**config.mk**
```make
export PLATFORM = sky130hd
export DESIGN_NAME = disp_rd_arbiter
export DESIGN_NICKNAME = d
export VERILOG_FILES = /design/src/rtl/disp_pkg.sv /design/src/rtl/disp_rr_pick.sv /design/src/rtl/disp_rd_arbiter.sv
export SDC_FILE = /design/constraint.sdc
export NUM_CORES = 1
export LEC_CHECK = 0
export ABC_AREA = 1
export BUFFER_PORTS_ARGS = -buffer_cell sky130_fd_sc_hd__buf_2
export CORE_MARGIN = 4
export CORE_UTILIZATION = 42
export DETAILED_ROUTE_END_ITERATION = 12
export HOLD_SLACK_MARGIN = 0.06
export PLACE_DENSITY = 0.78
export SYNTH_ARGS = -nofsm -noshare
export SYNTH_HDL_FRONTEND = slang
export SYNTH_SLANG_ARGS = --single-unit
export TNS_END_PERCENT = 20
```
**constraint.sdc**
```tcl
create_clock -name ACLK -period 1.85 [get_ports ACLK]
set_clock_uncertainty 0.2 [all_clocks]
set_input_delay 0.185 -clock ACLK [delete_from_list [all_inputs] [get_ports ACLK]]
set_output_delay 0.185 -clock ACLK [all_outputs]
set_load 0.02 [all_outputs]
```
**src/rtl/disp_pkg.sv**
```systemverilog
// Shared constants and types for the display read-channel arbiter.
package disp_pkg;

  typedef enum logic [1:0] {
    ST_IDLE = 2'd0,
    ST_ADDR = 2'd1,
    ST_DATA = 2'd2
  } state_t;

  localparam int unsigned NUM_REQ  = 2;
  localparam int unsigned REQ_DISP = 0;
  localparam int unsigned REQ_AUX  = 1;
  localparam int unsigned CNT_W    = 8;

  localparam logic [7:0]       ARLEN_16 = 8'd15;
  localparam logic [CNT_W-1:0] CNT_MAX  = 8'hFF;

endpackage

```
**src/rtl/disp_rr_pick.sv**
```systemverilog
// Two-way winner select: strict display priority or round-robin, one-hot result.
module disp_rr_pick
  import disp_pkg::*;
#(
  parameter bit PRIO = 1'b1
) (
  input  logic [NUM_REQ-1:0] req,
  input  logic               last,
  output logic [NUM_REQ-1:0] pick_c
);

  // last holds the index of the previously granted requester
  always_comb begin
    pick_c = '0;
    if (req[REQ_DISP] && (PRIO || !req[REQ_AUX] || (last == 1'(REQ_AUX)))) begin
      pick_c[REQ_DISP] = 1'b1;
    end else if (req[REQ_AUX]) begin
      pick_c[REQ_AUX] = 1'b1;
    end
  end

endmodule

```
**src/rtl/disp_rd_arbiter.sv**
```systemverilog
// Shares one AXI read channel (AR + R) between display fetch (req0) and an auxiliary engine (req1).
module disp_rd_arbiter
  import disp_pkg::*;
#(
  parameter int unsigned C_M_AXI_ADDR_WIDTH = 32,
  parameter int unsigned C_M_AXI_DATA_WIDTH = 32,
  parameter int unsigned DISP_PRIORITY      = 1
) (
  input  logic                          ACLK,
  input  logic                          ARESETN,
  input  logic [C_M_AXI_ADDR_WIDTH-1:0] S0_ARADDR,
  input  logic [7:0]                    S0_ARLEN,
  input  logic                          S0_ARVALID,
  output logic                          S0_ARREADY,
  output logic                          S0_RVALID,
  output logic                          S0_RLAST,
  input  logic                          S0_RREADY,
  input  logic [C_M_AXI_ADDR_WIDTH-1:0] S1_ARADDR,
  input  logic [7:0]                    S1_ARLEN,
  input  logic                          S1_ARVALID,
  output logic                          S1_ARREADY,
  output logic                          S1_RVALID,
  output logic                          S1_RLAST,
  input  logic                          S1_RREADY,
  output logic [C_M_AXI_DATA_WIDTH-1:0] S_RDATA,
  output logic [C_M_AXI_ADDR_WIDTH-1:0] M_ARADDR,
  output logic [7:0]                    M_ARLEN,
  output logic                          M_ARVALID,
  input  logic                          M_ARREADY,
  input  logic [C_M_AXI_DATA_WIDTH-1:0] M_RDATA,
  input  logic                          M_RLAST,
  input  logic                          M_RVALID,
  output logic                          M_RREADY,
  output logic [NUM_REQ-1:0]            GNT,
  output logic                          LEN_ERR,
  input  logic                          ERR_CLR
);

  state_t             state;
  logic               last_gnt;
  logic [CNT_W-1:0]   cnt;
  logic [NUM_REQ-1:0] pick_c;
  logic               in_idle_c;
  logic               in_data_c;
  logic               r_hs_c;
  logic               len_bad_c;

  disp_rr_pick #(
    .PRIO (DISP_PRIORITY != 0)
  ) u_pick (
    .req    ({S1_ARVALID, S0_ARVALID}),
    .last   (last_gnt),
    .pick_c (pick_c)
  );

  // ARREADY is gated by reset so nothing looks accepted while the block is held
  assign in_idle_c  = ARESETN && (state == ST_IDLE);
  assign in_data_c  = (state == ST_DATA);
  assign S0_ARREADY = in_idle_c && pick_c[REQ_DISP];
  assign S1_ARREADY = in_idle_c && pick_c[REQ_AUX];

  assign S0_RVALID = in_data_c && GNT[REQ_DISP] && M_RVALID;
  assign S0_RLAST  = in_data_c && GNT[REQ_DISP] && M_RLAST;
  assign S1_RVALID = in_data_c && GNT[REQ_AUX] && M_RVALID;
  assign S1_RLAST  = in_data_c && GNT[REQ_AUX] && M_RLAST;
  assign S_RDATA   = M_RDATA;
  assign M_RREADY  = in_data_c && ((GNT[REQ_DISP] && S0_RREADY) || (GNT[REQ_AUX] && S1_RREADY));

  assign r_hs_c    = M_RVALID && M_RREADY;
  assign len_bad_c = M_RLAST ? (cnt != M_ARLEN) : (cnt == M_ARLEN);

  // Burst FSM with registered AR request, grant and sticky length error
  always_ff @(posedge ACLK or negedge ARESETN) begin
    if (!ARESETN) begin
      state     <= ST_IDLE;
      GNT       <= '0;
      M_ARVALID <= 1'b0;
      M_ARADDR  <= '0;
      M_ARLEN   <= '0;
      last_gnt  <= 1'(REQ_AUX);
      cnt       <= '0;
      LEN_ERR   <= 1'b0;
    end else begin
      if (r_hs_c && len_bad_c) begin
        LEN_ERR <= 1'b1;
      end else if (ERR_CLR) begin
        LEN_ERR <= 1'b0;
      end
      case (state)
        ST_IDLE: begin
          if (|pick_c) begin
            M_ARADDR  <= pick_c[REQ_AUX] ? S1_ARADDR : S0_ARADDR;
            M_ARLEN   <= pick_c[REQ_AUX] ? S1_ARLEN : S0_ARLEN;
            GNT       <= pick_c;
            last_gnt  <= pick_c[REQ_AUX];
            cnt       <= '0;
            M_ARVALID <= 1'b1;
            state     <= ST_ADDR;
          end
        end
        ST_ADDR: begin
          if (M_ARREADY) begin
            M_ARVALID <= 1'b0;
            state     <= ST_DATA;
          end
        end
        ST_DATA: begin
          if (r_hs_c) begin
            if (cnt != CNT_MAX) begin
              cnt <= cnt + CNT_W'(1);
            end
            if (M_RLAST) begin
              GNT   <= '0;
              state <= ST_IDLE;
            end
          end
        end
        default: state <= ST_IDLE;
      endcase
    end
  end

endmodule

```
==> After elaboration in Yosys (flattened, before gate mapping) <==
Index checks and enable logic that the tools add are counted.
{ "classes": {"addsub": 1, "eq_ne": 10, "muxes": 22, "n_reduce_logical": 25} }
{ "op_table": {"columns": ["operator", "count"], "rows": [
  ["two-way mux 32 bit", 1],
  ["two-way mux 8 bit", 4],
  ["case mux 8 bit (2 select lines)", 1],
  ["logical AND 1 bit", 14],
  ["AND reduction 4 bit", 3],
  ["two-way mux 2 bit", 5],
  ["adder 8 x 1 -> 8 bit, second input constant", 1],
  ["== test 8 bit", 1],
  ["two-way mux 1 bit", 8],
  ["inequality test 8 bit", 1],
  ["inequality test 8 bit, second input constant", 1],
  ["inequality test 2 x 1 -> 1 bit, second input constant", 3],
  ["case mux 2 bit (3 select lines)", 1],
  ["nonzero test 2 bit", 3],
  ["inequality test 2 bit, second input constant", 2],
  ["case mux 2 bit (2 select lines)", 1],
  ["AND reduction 3 bit", 1],
  ["== test 2 x 1 -> 1 bit, second input constant", 1],
  ["== test 2 bit, second input constant", 1],
  ["logical NOT 2 bit", 1],
  ["case mux 1 bit (2 select lines)", 1],
  ["AND reduction 2 bit", 1],
  ["OR reduction 2 bit", 1],
  ["logical OR 1 bit", 1]
]} }
{ "word_totals": {"reg_bits": 54, "output_inout_bits": 83, "wordCells": 65} }

==> Longest topological paths before layout <==
{ "logic_depth": {"ltp_word": 6, "mapped_depth": 10, "depth_no_buf": 10} }

==> Hierarchy <==
Synthesis repeated with hierarchy kept, for this count alone.
{ "hier_totals": {"cells_unflattened": 440, "hier_area_um2": 3254.4} }
{ "by_module_without_submodules": {"columns": ["module", "instances", "cells_each", "area_each_um2"], "rows": [
  ["disp_rd_arbiter", 1, 437, 3236.9],
  ["disp_rr_pick", 1, 3, 17.5]
]} }

==> Least setup slack after synthesis <==
Ideal clock, no wire load.
{ "synth_timing": {"kind": "input port to output port", "startpoint": "input S1_ARVALID", "endpoint": "output S1_ARREADY", "arrival_time_ns": 1.170, "slack_ns": 0.295, "stages": 5, "n_path_buf": 1, "path_cell_list": "inv_1 nor2_1 inv_2 clkbuf_1 nor3_1"} }
{ "synth_via": {"elab_chain_cells": 3} }
{ "synth_rtl": {"columns": ["item", "line", "text"], "rows": [
  ["from (decl)", "disp_rd_arbiter.sv:20", "input logic S1_ARVALID,"],
  ["two-way mux 1 bit", "disp_rr_pick.sv:17", "end else if (req[REQ_AUX]) begin"],
  ["two-way mux 1 bit", "disp_rr_pick.sv:15", "if (req[REQ_DISP] && (PRIO || !req[REQ_AUX] || (last == 1'(REQ_AUX)))) begin"],
  ["logical AND 1 bit", "disp_rd_arbiter.sv:60", "assign S1_ARREADY = in_idle_c && pick_c[REQ_AUX];"],
  ["to (decl)", "disp_rd_arbiter.sv:21", "output logic S1_ARREADY,"]
]} }
No other way between the ends.

==> Worst setup path after layout <==
{ "layout_timing": {"startpoint": "input S1_ARVALID", "endpoint": "register state[0]"} }
{ "layout_via": {"elab_chain_cells": 5} }
{ "layout_rtl": {"columns": ["item", "line", "text"], "rows": [
  ["two-way mux 1 bit", "disp_rr_pick.sv:17", null],
  ["two-way mux 1 bit", "disp_rr_pick.sv:15", null],
  ["OR reduction 2 bit", "disp_rd_arbiter.sv:91", "if (|pick_c) begin"],
  ["inequality test 2 x 1 -> 1 bit (no source line)", null, null],
  ["AND reduction 4 bit (no source line)", null, null],
  ["to (signal assigned)", "disp_rd_arbiter.sv:98", "state <= ST_ADDR;"],
  ["to (signal assigned)", "disp_rd_arbiter.sv:104", "state <= ST_DATA;"],
  ["to (signal assigned)", "disp_rd_arbiter.sv:114", "state <= ST_IDLE;"],
  ["to (decl)", "disp_rd_arbiter.sv:39", "state_t state;"]
]} }
No other way between the ends.
A chain may end at the register's enable or synchronous reset.

==> results.sh <==
export IMPL_slowest_delay_ns=0.59
export IMPL_crit_path_cell_trace="buf_2 -> dlygate4sd3_1 -> o21ai_4 -> o21ai_0 -> dlygate4sd3_1"
export IMPL_layout_commonest_cell="buf_2"
export IMPL_design_die_area_um2=8500
export IMPL_p_int_mw=3.42
export IMPL_cpMostUsedCell="dlygate4sd3_1"
export IMPL_crit_fanout=7
export IMPL_most_common_layout_cells="buf_2 (140), nand2_1 (92), dlygate4sd3_1 (86)"
export IMPL_antenna_found_initial=0
export IMPL_power_frac_clock=0.158
export IMPL_ir_drop_v=0.000817
export IMPL_rr_worst_depth=8
export IMPL_required_ns=1.85
export IMPL_dr_pass1_iters=5
export IMPL_die_h_um=92.2
export IMPL_dp_hpwl_um=6410
export IMPL_core_area_um2=6830
export IMPL_setup_viol=0
export IMPL_cts_tree="yes"
export IMPL_diodes=0
export IMPL_power_density_nw_per_um2=1340
export IMPL_ioPinCount=205
export IMPL_dp_cells=594
export IMPL_crit_type="primary input to flip-flop"
export IMPL_status="complete, no violations"
export IMPL_clock_path_buffers=2
export IMPL_fin_cells=690
export IMPL_max_clock_freq_mhz=552
export IMPL_gr_total_overflow=0
export IMPL_r2r_slack_ns=0.08
export IMPL_start_kind="primary input"
export IMPL_maxSlewHeadroom=0.543
export IMPL_combPwrFrac=0.507
export IMPL_numPortBuffers=140
export IMPL_ys_types=24
export IMPL_num_rows=30
export IMPL_die_width_um=92.2
export IMPL_drt_iter0_markers=218
export IMPL_grt_pass1_wl_um=17400
export IMPL_path_depth=5
export IMPL_viasPerCell=5.13
export IMPL_cts_buffers_inserted=5
export IMPL_hold_viol_final=0
export IMPL_avgSynthCellArea_um2=7.46
export IMPL_whs_ns=0.0641
export IMPL_worstMarginPinSlew_ns=0.685
export IMPL_end_kind="flip-flop"
export IMPL_grt_total_usage=0.256
export IMPL_syn_cell_area_um2=2980
export IMPL_fin_crit_ns=1.81
export IMPL_areaGrowthSynthToFinish_pct=54.2
export IMPL_min_path_type="primary input to flip-flop"
export IMPL_wl_per_cell_um=15.8
export IMPL_crit_slowest_cell="dlygate4sd3_1"
export IMPL_fin_nets=716
export IMPL_netlist_instances=399
export IMPL_netSwitchingPower_mw=2.73
export IMPL_crit_buf_inv=3
export IMPL_grt_max_degree=55
export IMPL_root_buffer="clkbuf_8"
export IMPL_ys_warnings_count=0
export IMPL_gp_congestion=0.831
export IMPL_vias=3541
export IMPL_rsz0062_at_grt="true"
export IMPL_cp_arrival_ns=1.81
export IMPL_drcViolationCount=0
export IMPL_worst_path_dominant_cell_family="buffers and inverters"
export IMPL_ys_seq_elements=54
export IMPL_switching_share=0.444
export IMPL_utilization=0.672
export IMPL_htreeDepth=2
export IMPL_timing_setup_tns_ns=0
export IMPL_initial_core_util=0.436
export IMPL_drive_gt1_frac=0.281
export IMPL_path_clk_slew_ns=0.10
export IMPL_ant_nets=0
export IMPL_p_seq_frac=0.335
export IMPL_slew_violations=0
export IMPL_max_cap_violations=0
export IMPL_drt_wl_total_um=10900
export IMPL_leakage_nw=2.27
export IMPL_whs_path_depth=4
export IMPL_synth_nets=522
export IMPL_finalCritPeriodShare=0.979
export IMPL_clkSinkCount=54
export IMPL_clock_latency_ns=0.31
export IMPL_grt_pass1_vias=3690
export IMPL_yosysSeqAreaShare=0.454
## per-layer routing
metal | track usage | vias up | wire length [um]
met5 | 0 | - | 0
met4 | 0.116 | 0 | 456
met3 | 0.0779 | 43 | 1180
met2 | 0.426 | 236 | 5140
met1 | 0.304 | 1632 | 4150
li1 | - | 1630 | -
## final cells by class
cell class	instances	area, um2
fill	566	2240
clock inverter	2	60.1
inverter	31	116
multi-input combinational	264	1200
sequential	54	1350
timing repair buffer	237	1660
tap	96	120
clock buffer	6	82.6
## power groups by stage
| stage | Sequential (mW) | Combinational [mW] | Clock [mW] |
|---|---|---|---|
| after CTS | 2.04 | 3.02 | 0.984 |
| after global routing | 2.11 | 3.39 | 1.03 |
| after detailed placement | 2.04 | 2.87 | 0 |
| after global placement | 2.05 | 2.78 | 0 |
| after floorplan | 2.59 | 1.37 | 0 |
| final | 2.06 | 3.12 | 0.972 |
## cell usage after synthesis, drive strengths merged
master	instances	area [um2]
buf	39	282
nand3	12	60.1
nor2	54	203
inv	31	116
o22ai	5	31.3
nand3b	1	7.51
nor3	4	31.3
o21ai	17	88.8
xnor2	3	26.3
nand2	93	352
or2	1	6.26
clkbuf	11	41.3
a21oi	71	355
ha	1	12.5
dfrtp	54	1350
o211ai	1	7.51
nand4	1	6.26
## flip-flops by register name, summed over array words and instances, names as in the netlist
register and cells:
state 2, LEN_ERR 1, M_ARLEN 8, M_ARADDR 32, cnt 8, GNT 2
M_ARVALID 1
## final timing paths
check                      startpoint         end
min in group asynchronous     ARESETN      GNT[1]
max in group asynchronous     ARESETN  M_ARLEN[5]
setup reg to reg               cnt[0]      cnt[2]
hold / removal                M_RLAST     LEN_ERR
setup / recovery           S1_ARVALID    state[0]
hold reg to reg             M_ARVALID   M_ARVALID
## kinds of logic (layout without fill, tap and decap cells)
kind of cell / after synthesis / count (layout) / synth area share
and+or+nand+nor: 166 / 166 / 0.224
DFF: 54 / 54 / 0.454
xor gates and xnor gates: 3 / 3 / 0.00883
buffers and inverters: 81 / 276 / 0.147
AOI/OAI and AO/OA: 94 / 94 / 0.162
adders and majority gates: 1 / 1 / 0.00420
## repair_timing
action / in CTS / in global routing
resized for setup: 1 / 1
setup buffers: 0 / 2
setup endpoints to repair: 1 / 7
hold buffers: 86 / 0
hold endpoints to repair: 99 / 0
## stage by stage
stage	worst slack, ns	power [mW]	instance area [um2]
2_1_floorplan	0.295	3.96	2980
3_3_place_gp	0.150	4.83	3570
3_5_place_dp	0.0541	4.91	3570
4_1_cts	0.0285	6.05	4570
5_1_grt	-0.0425	6.54	4590
6_report	0.0389	6.15	4590
## tightest hold or removal path, cell delays in order
cell     delay (ns)
buf_2          0.09
nand3_1        0.07
nand3_1        0.13
nand2_1        0.06
Power figures use the tool's default switching activity.
